<file path="src/rtl/new_usb_frametimer.sv">
// Full-speed USB frame timer: bit-time down-counter, frame number and SOF generation.
// Optional macro NEW_USB_FRAMETIMER_FNO_EN enables the FrameNumberOverflow pulse on fno_o.
module new_usb_frametimer #(
    parameter int FiWidth    = 14,
    parameter int FsmpsWidth = 15,
    parameter int LstWidth   = 12,
    parameter int FnWidth    = 16
) (
    input  logic                  soc_clk_i,
    input  logic                  soc_rst_ni,
    input  logic                  bit_tick_i,
    input  logic                  run_i,
    input  logic [FiWidth-1:0]    fi_i,
    input  logic                  fit_i,
    input  logic [FsmpsWidth-1:0] fsmps_i,
    input  logic [FiWidth-1:0]    ps_i,
    input  logic [LstWidth-1:0]   lst_i,
    output logic [FiWidth-1:0]    fr_o,
    output logic                  frt_o,
    output logic [FnWidth-1:0]    fn_o,
    output logic                  sof_o,
    output logic                  periodic_o,
    output logic                  fs_ok_o,
    output logic                  ls_ok_o,
    output logic                  fno_o
);

    logic [FiWidth-1:0] fr_q, fr_d;
    logic               frt_q, frt_d;
    logic [FnWidth-1:0] fn_q, fn_d;
    logic               sof_q, sof_d;

    // The reload value lands directly in fr_q, so the frame lasts fi_i+1 ticks.
    always_comb begin
        fr_d  = fr_q;
        frt_d = frt_q;
        fn_d  = fn_q;
        sof_d = 1'b0;
        if (!run_i) begin
            fr_d = '0;
        end else if (bit_tick_i) begin
            if (fr_q == '0) begin
                fr_d  = fi_i;
                frt_d = fit_i;
                fn_d  = fn_q + FnWidth'(1);
                sof_d = 1'b1;
            end else begin
                fr_d = fr_q - FiWidth'(1);
            end
        end
    end

    always_ff @(posedge soc_clk_i) begin
        if (!soc_rst_ni) begin
            fr_q  <= '0;
            frt_q <= 1'b0;
            fn_q  <= '0;
            sof_q <= 1'b0;
        end else begin
            fr_q  <= fr_d;
            frt_q <= frt_d;
            fn_q  <= fn_d;
            sof_q <= sof_d;
        end
    end

`ifdef NEW_USB_FRAMETIMER_FNO_EN
    logic fno_q;

    always_ff @(posedge soc_clk_i) begin
        if (!soc_rst_ni) begin
            fno_q <= 1'b0;
        end else begin
            fno_q <= sof_d && (fn_d[FnWidth-1] != fn_q[FnWidth-1]);
        end
    end

    assign fno_o = fno_q;
`else
    assign fno_o = 1'b0;
`endif

    assign fr_o       = fr_q;
    assign frt_o      = frt_q;
    assign fn_o       = fn_q;
    assign sof_o      = sof_q;
    assign periodic_o = (fr_q <= ps_i);
    assign fs_ok_o    = (FsmpsWidth'(fr_q) >= fsmps_i);
    assign ls_ok_o    = (fr_q > FiWidth'(lst_i));

endmodule

</file>
<file path="config.mk">
export PLATFORM = sky130hd
export DESIGN_NAME = new_usb_frametimer
export DESIGN_NICKNAME = d
export VERILOG_FILES = /design/src/rtl/new_usb_frametimer.sv
export SDC_FILE = /design/constraint.sdc
export NUM_CORES = 1
export LEC_CHECK = 0
export CAP_MARGIN = 25
export CORE_ASPECT_RATIO = 1.4
export CORE_MARGIN = 1
export CORE_UTILIZATION = 30
export CTS_CLUSTER_DIAMETER = 40
export DETAILED_ROUTE_END_ITERATION = 16
export SETUP_SLACK_MARGIN = 0.5
export SLEW_MARGIN = 0
export SYNTH_ARGS = -nofsm -noshare
export SYNTH_HDL_FRONTEND = slang
export SYNTH_SLANG_ARGS = --single-unit
export TNS_END_PERCENT = 50
</file>
<file path="constraint.sdc">
create_clock -name soc_clk_i -period 2.2 [get_ports soc_clk_i]
set_input_delay 0.44 -clock soc_clk_i [delete_from_list [all_inputs] [get_ports soc_clk_i]]
set_output_delay 0.44 -clock soc_clk_i [all_outputs]
set_load 0.1 [all_outputs]
</file>
======== After elaboration in Yosys (flattened, before gate mapping) ========
Cells that the tools add are included.
word-level totals
  input bits .............................. 60
  word-level logic and storage cells ...... 15
  register bits after elaboration ......... 32
  output and inout port bits .............. 36
operators by class
  muxes and demuxes ....................... 2
  order comparisons ....................... 3
  reductions and logical operators ........ 4
  $add $sub $neg .......................... 2
operators by type and width
  kind                     number
  $add A16 B1 Y16 const B  1
  $ge A14 B15 Y1           1
  $gt A14 B12 Y1           1
  $le A14 B14 Y1           1
  $logic_not A14 Y1        1
  $mux W14                 1
  $sub A14 B1 Y14 const B  1
  $reduce_and A3 Y1        2
  $reduce_and A2 Y1        1
  $mux W1                  1

======== Logic depth before layout (Yosys ltp) ========
  depth after elaboration ................. 2
  mapped depth ............................ 8
  mapped depth without buffers ............ 7

======== Worst setup path before layout ========
OpenSTA, ideal clock, no wires.
  path kind ............................... register to output
  start ................................... register fr_q[0], in the netlist fr_o[0]
  end ..................................... output fs_ok_o
  cell stages (with the launch flop) ...... 8
  setup slack ............................. -2.381 ns
  data required time ...................... 1.760 ns
  path buffers ............................ 0
  arrival time ............................ 4.141 ns
  cells stage by stage .................... dfxtp_1 -> inv_1 -> ha_1 -> nand2b_1 -> a31oi_1 -> o21ai_0 -> a41oi_1 -> o21ai_0
on the way
  word-level cells in the longest chain between the ends .. 1
RTL lines
  item                    line  text
  start, declared         28    logic [FiWidth-1:0] fr_q, fr_d;
  start signal, assigned  60    fr_q <= fr_d;
  $ge A14 B15 Y1          88    assign fs_ok_o = (FsmpsWidth'(fr_q) >= fsmps_i);
  end, declared           23    output logic fs_ok_o,
Every way passes these cells.

======== Worst setup path in the final report ========
  start ................................... input ps_i[10]
  end ..................................... output periodic_o
on the way
  word-level cells in the longest chain between the ends .. 1
RTL lines
  item             line  text
  start, declared  16    input logic [FiWidth-1:0] ps_i,
  $le A14 B14 Y1   87    assign periodic_o = (fr_q <= ps_i);
  end, declared    22    output logic periodic_o,
Every way passes these cells.

==> flow_summary.ini <==
[synth]
ys_ff_latch = 32
syn_avg_cell_area_sq_um = 7.72
yosysSeqAreaShare_pct = 24.3
synth_most_common_cell = inv_1
synth_top_family_by_area = simple AND/OR/NAND/NOR gates
synth_top_flop_cell = dfxtp_1
synth-compound-area-share_pct = 20.7
syn_nets = 443
synth.largest_area_cell = dfxtp_1
synthAdderAreaFrac_pct = 20.0
synthMuxAreaShare_pct = 1.14
yosys.area_share.simple_pct = 24.4
synth-edff-count = 0
ys_types = 54
syn_area_sq_mm = 0.00263
synth_xor_area_share_pct = 2.00
synth_area_leaders = dfxtp_1 24%, ha_1 20%, a21oi_1 6.5%
synth_top_area_share_pct = 24.3
synth_common_cells = 44 x inv_1, 42 x ha_1, 34 x a21oi_1
synth_cells = 341
yosys_warnings = 0
postSynth.asyncResetShare_pct = 0

[route]
routed_wl_um = 9410
antenna_left = 0
vias_per_cell = 5.32
drt-pass1-iter-count = 4
drc = 0
wire_per_inst_um = 15.5
first_iter_violations = 115
dr_total_vias = 3225

[timing]
max-slew-margin-rel_pct = 65.6
setup_viol = 3
finalHoldWorstSlack_ns = 0.489
final_hold_viol_count = 0
fmax_mhz = 412
clock_skew_ns = 0.00792
post-route-period-util_pct = 110
grt_setup_unrepaired = true
fin_crit_ns = 2.43
worst_slack_ns = -0.229
worstMarginPinSlew_ns = 0.513
maxSlewViolCount = 0

[global_routing]
grt_max_degree = 19
use_met1_pct = 25.6
top_usage_layer = met2
met3_usage_pct = 2.50
gr-total-overflow = 0
grt_pass1_wl_um = 15200
grt_use_met2_pct = 38.7
grt_pass1_vias = 3215
grt_use_total_pct = 21.3
antenna_found_initial = 0

[power]
pwr-share-clk_pct = 24.4
swShare_pct = 40.5
leakagePower_nw = 2.23
power_frac_comb_pct = 53.8
seq_power_share_pct = 21.8
switchingPower_mw = 1.25
internal-power_mw = 1.84
ir_drop_mv = 0.483
powerDensity_mw_per_mm2 = 601

[setup_path]
path_class = input port to primary output
worstPathArrival_ns = 1.99
cp_max_fo = 3
cp-start-kind = input port
endpoint_kind = primary output
cp_data_required_time_ns = 1.76

[die]
dieArea_sq_mm = 0.00916
ios = 96
rows = 40
start_util_pct = 30.8
die_x_um = 81.2
die_h_um = 113
coreArea_sq_mm = 0.00856

[placed_design]
io_buffers = 94
hpwl_um = 6740
place_congestion = 0.856

[clock_tree]
clk_pin_slew_ns = 0.06
clkLatencyLatePin_ns = 0.28
cts_buffers = 5
clockRootBuffer = clkbuf_16
numClockSinks = 32
cts_max_level = 2
cts_hold_buf = 0
cts_buffer_depth = 2
cts_tree = done

[layout]
layout.nets = 602
diodes = 0
ff_latch_area_sq_um = 707
multi_input_area_sq_mm = 0.00261
final_util_pct = 60.2
layout-drive-gt1-share_pct = 52.7
fill_cells = 739
syn_to_final_growth_pct = 95.6

[run_status]
violations = negative setup slack
run_status = finished, violations left

[run]
max-cap-violations = 0

[min_path]
hp-class = register to register
-- repair_timing --
item | CTS | global route
pin swaps | 90 | 45
setup buffers | 21 | 4
cloned | 1 | 0
gates resized for setup | 159 | 39
setup endpoints to repair | 31 | 34
-- power by group through the flow --
stage | registers, mW | logic (mW) | clock network, mW
2_1_floorplan | 0.882 | 0.564 | 0
3_3_place_gp | 0.675 | 1.20 | 0
3_5_place_dp | 0.676 | 1.21 | 0
4_1_cts | 0.674 | 1.51 | 0.763
5_1_grt | 0.679 | 1.78 | 0.793
6_report | 0.674 | 1.66 | 0.755
-- worst max-delay path, stage by stage --
cell           delay (ns)
dlygate4sd2_1        0.20
inv_1                0.04
ha_1                 0.26
nand4_1              0.17
or4_4                0.59
o21ai_4              0.09
buf_12               0.19
-- through the flow --
stage	total power, mW	worst slack, ns	std cells	cell area, sq um	TNS (ns)
finish	3.09	-0.229	606	5150	-0.543
global route	3.25	-0.270	606	5150	-0.703
CTS	2.95	-0.214	602	4970	-0.570
detailed placement	1.89	-0.590	572	4140	-1.50
global placement	1.88	-0.559	572	4140	-1.41
floorplan	1.45	-0.105	341	2870	-0.254
-- flip-flops by register name (all words and copies together) (netlist names) --
| register | count |
|---|---|
| fn_o | 16 |
| fr_o | 14 |
| sof_o | 1 |
| frt_o | 1 |
-- routing by layer --
metal  up-vias  wire length [um]
met5         -                 0
met4         0               165
met3        15               366
met2        90              5070
met1      1549              3810
li1       1571                 -
-- logic make-up after synthesis --
family / Yosys count
multiplexers: 3
AND/OR/NAND/NOR: 116
flip-flops: 32
adder cells (fa/ha/maj): 42
XOR/XNOR: 6
other: 1
buffers and inverters: 50
AO/OA/AOI/OAI: 91
-- placed cells by master, fill, tap and decap left out, types with 5 or more instances in the layout --
| cell type | count |
|---|---|
| nand4_1 | 15 |
| ha_1 | 11 |
| nor2_1 | 23 |
| a21oi_1 | 20 |
| clkdlybuf4s50_1 | 21 |
| dfxtp_4 | 14 |
| buf_4 | 80 |
| o21ai_0 | 10 |
| dfxtp_2 | 11 |
| nand2_2 | 5 |
| or3_1 | 6 |
| nand2_1 | 12 |
| a21o_1 | 6 |
| a21oi_2 | 10 |
| dfxtp_1 | 7 |
| clkbuf_16 | 6 |
| inv_1 | 15 |
| buf_6 | 13 |
| ha_4 | 30 |
| nand3_1 | 6 |
| inv_2 | 27 |
| dlygate4sd2_1 | 30 |
| o21ai_2 | 8 |
| o21ai_1 | 5 |
-- cell type report --
cell class              count  area share (%)
multi-input cells         260            50.6
inverters                  45            3.42
clock inverters             2           0.219
well taps                 105            2.55
repair buffers            156            26.6
clock buffers               6            2.91
flip-flops and latches     32            13.7
-- final timing paths --
| path | slack, ns | end | depth (start not counted) | startpoint |
|---|---|---|---|---|
| min reg2reg | 0.49 | fn_o[7] | 2 | fn_o[7] |
| max | -0.23 | periodic_o | 7 | ps_i[10] |
| min | 0.49 | fn_o[7] | 2 | fn_o[7] |
| max reg2reg | 0.14 | fn_o[15] | 8 | fr_o[7] |
(Power assumes the default switching activity.)
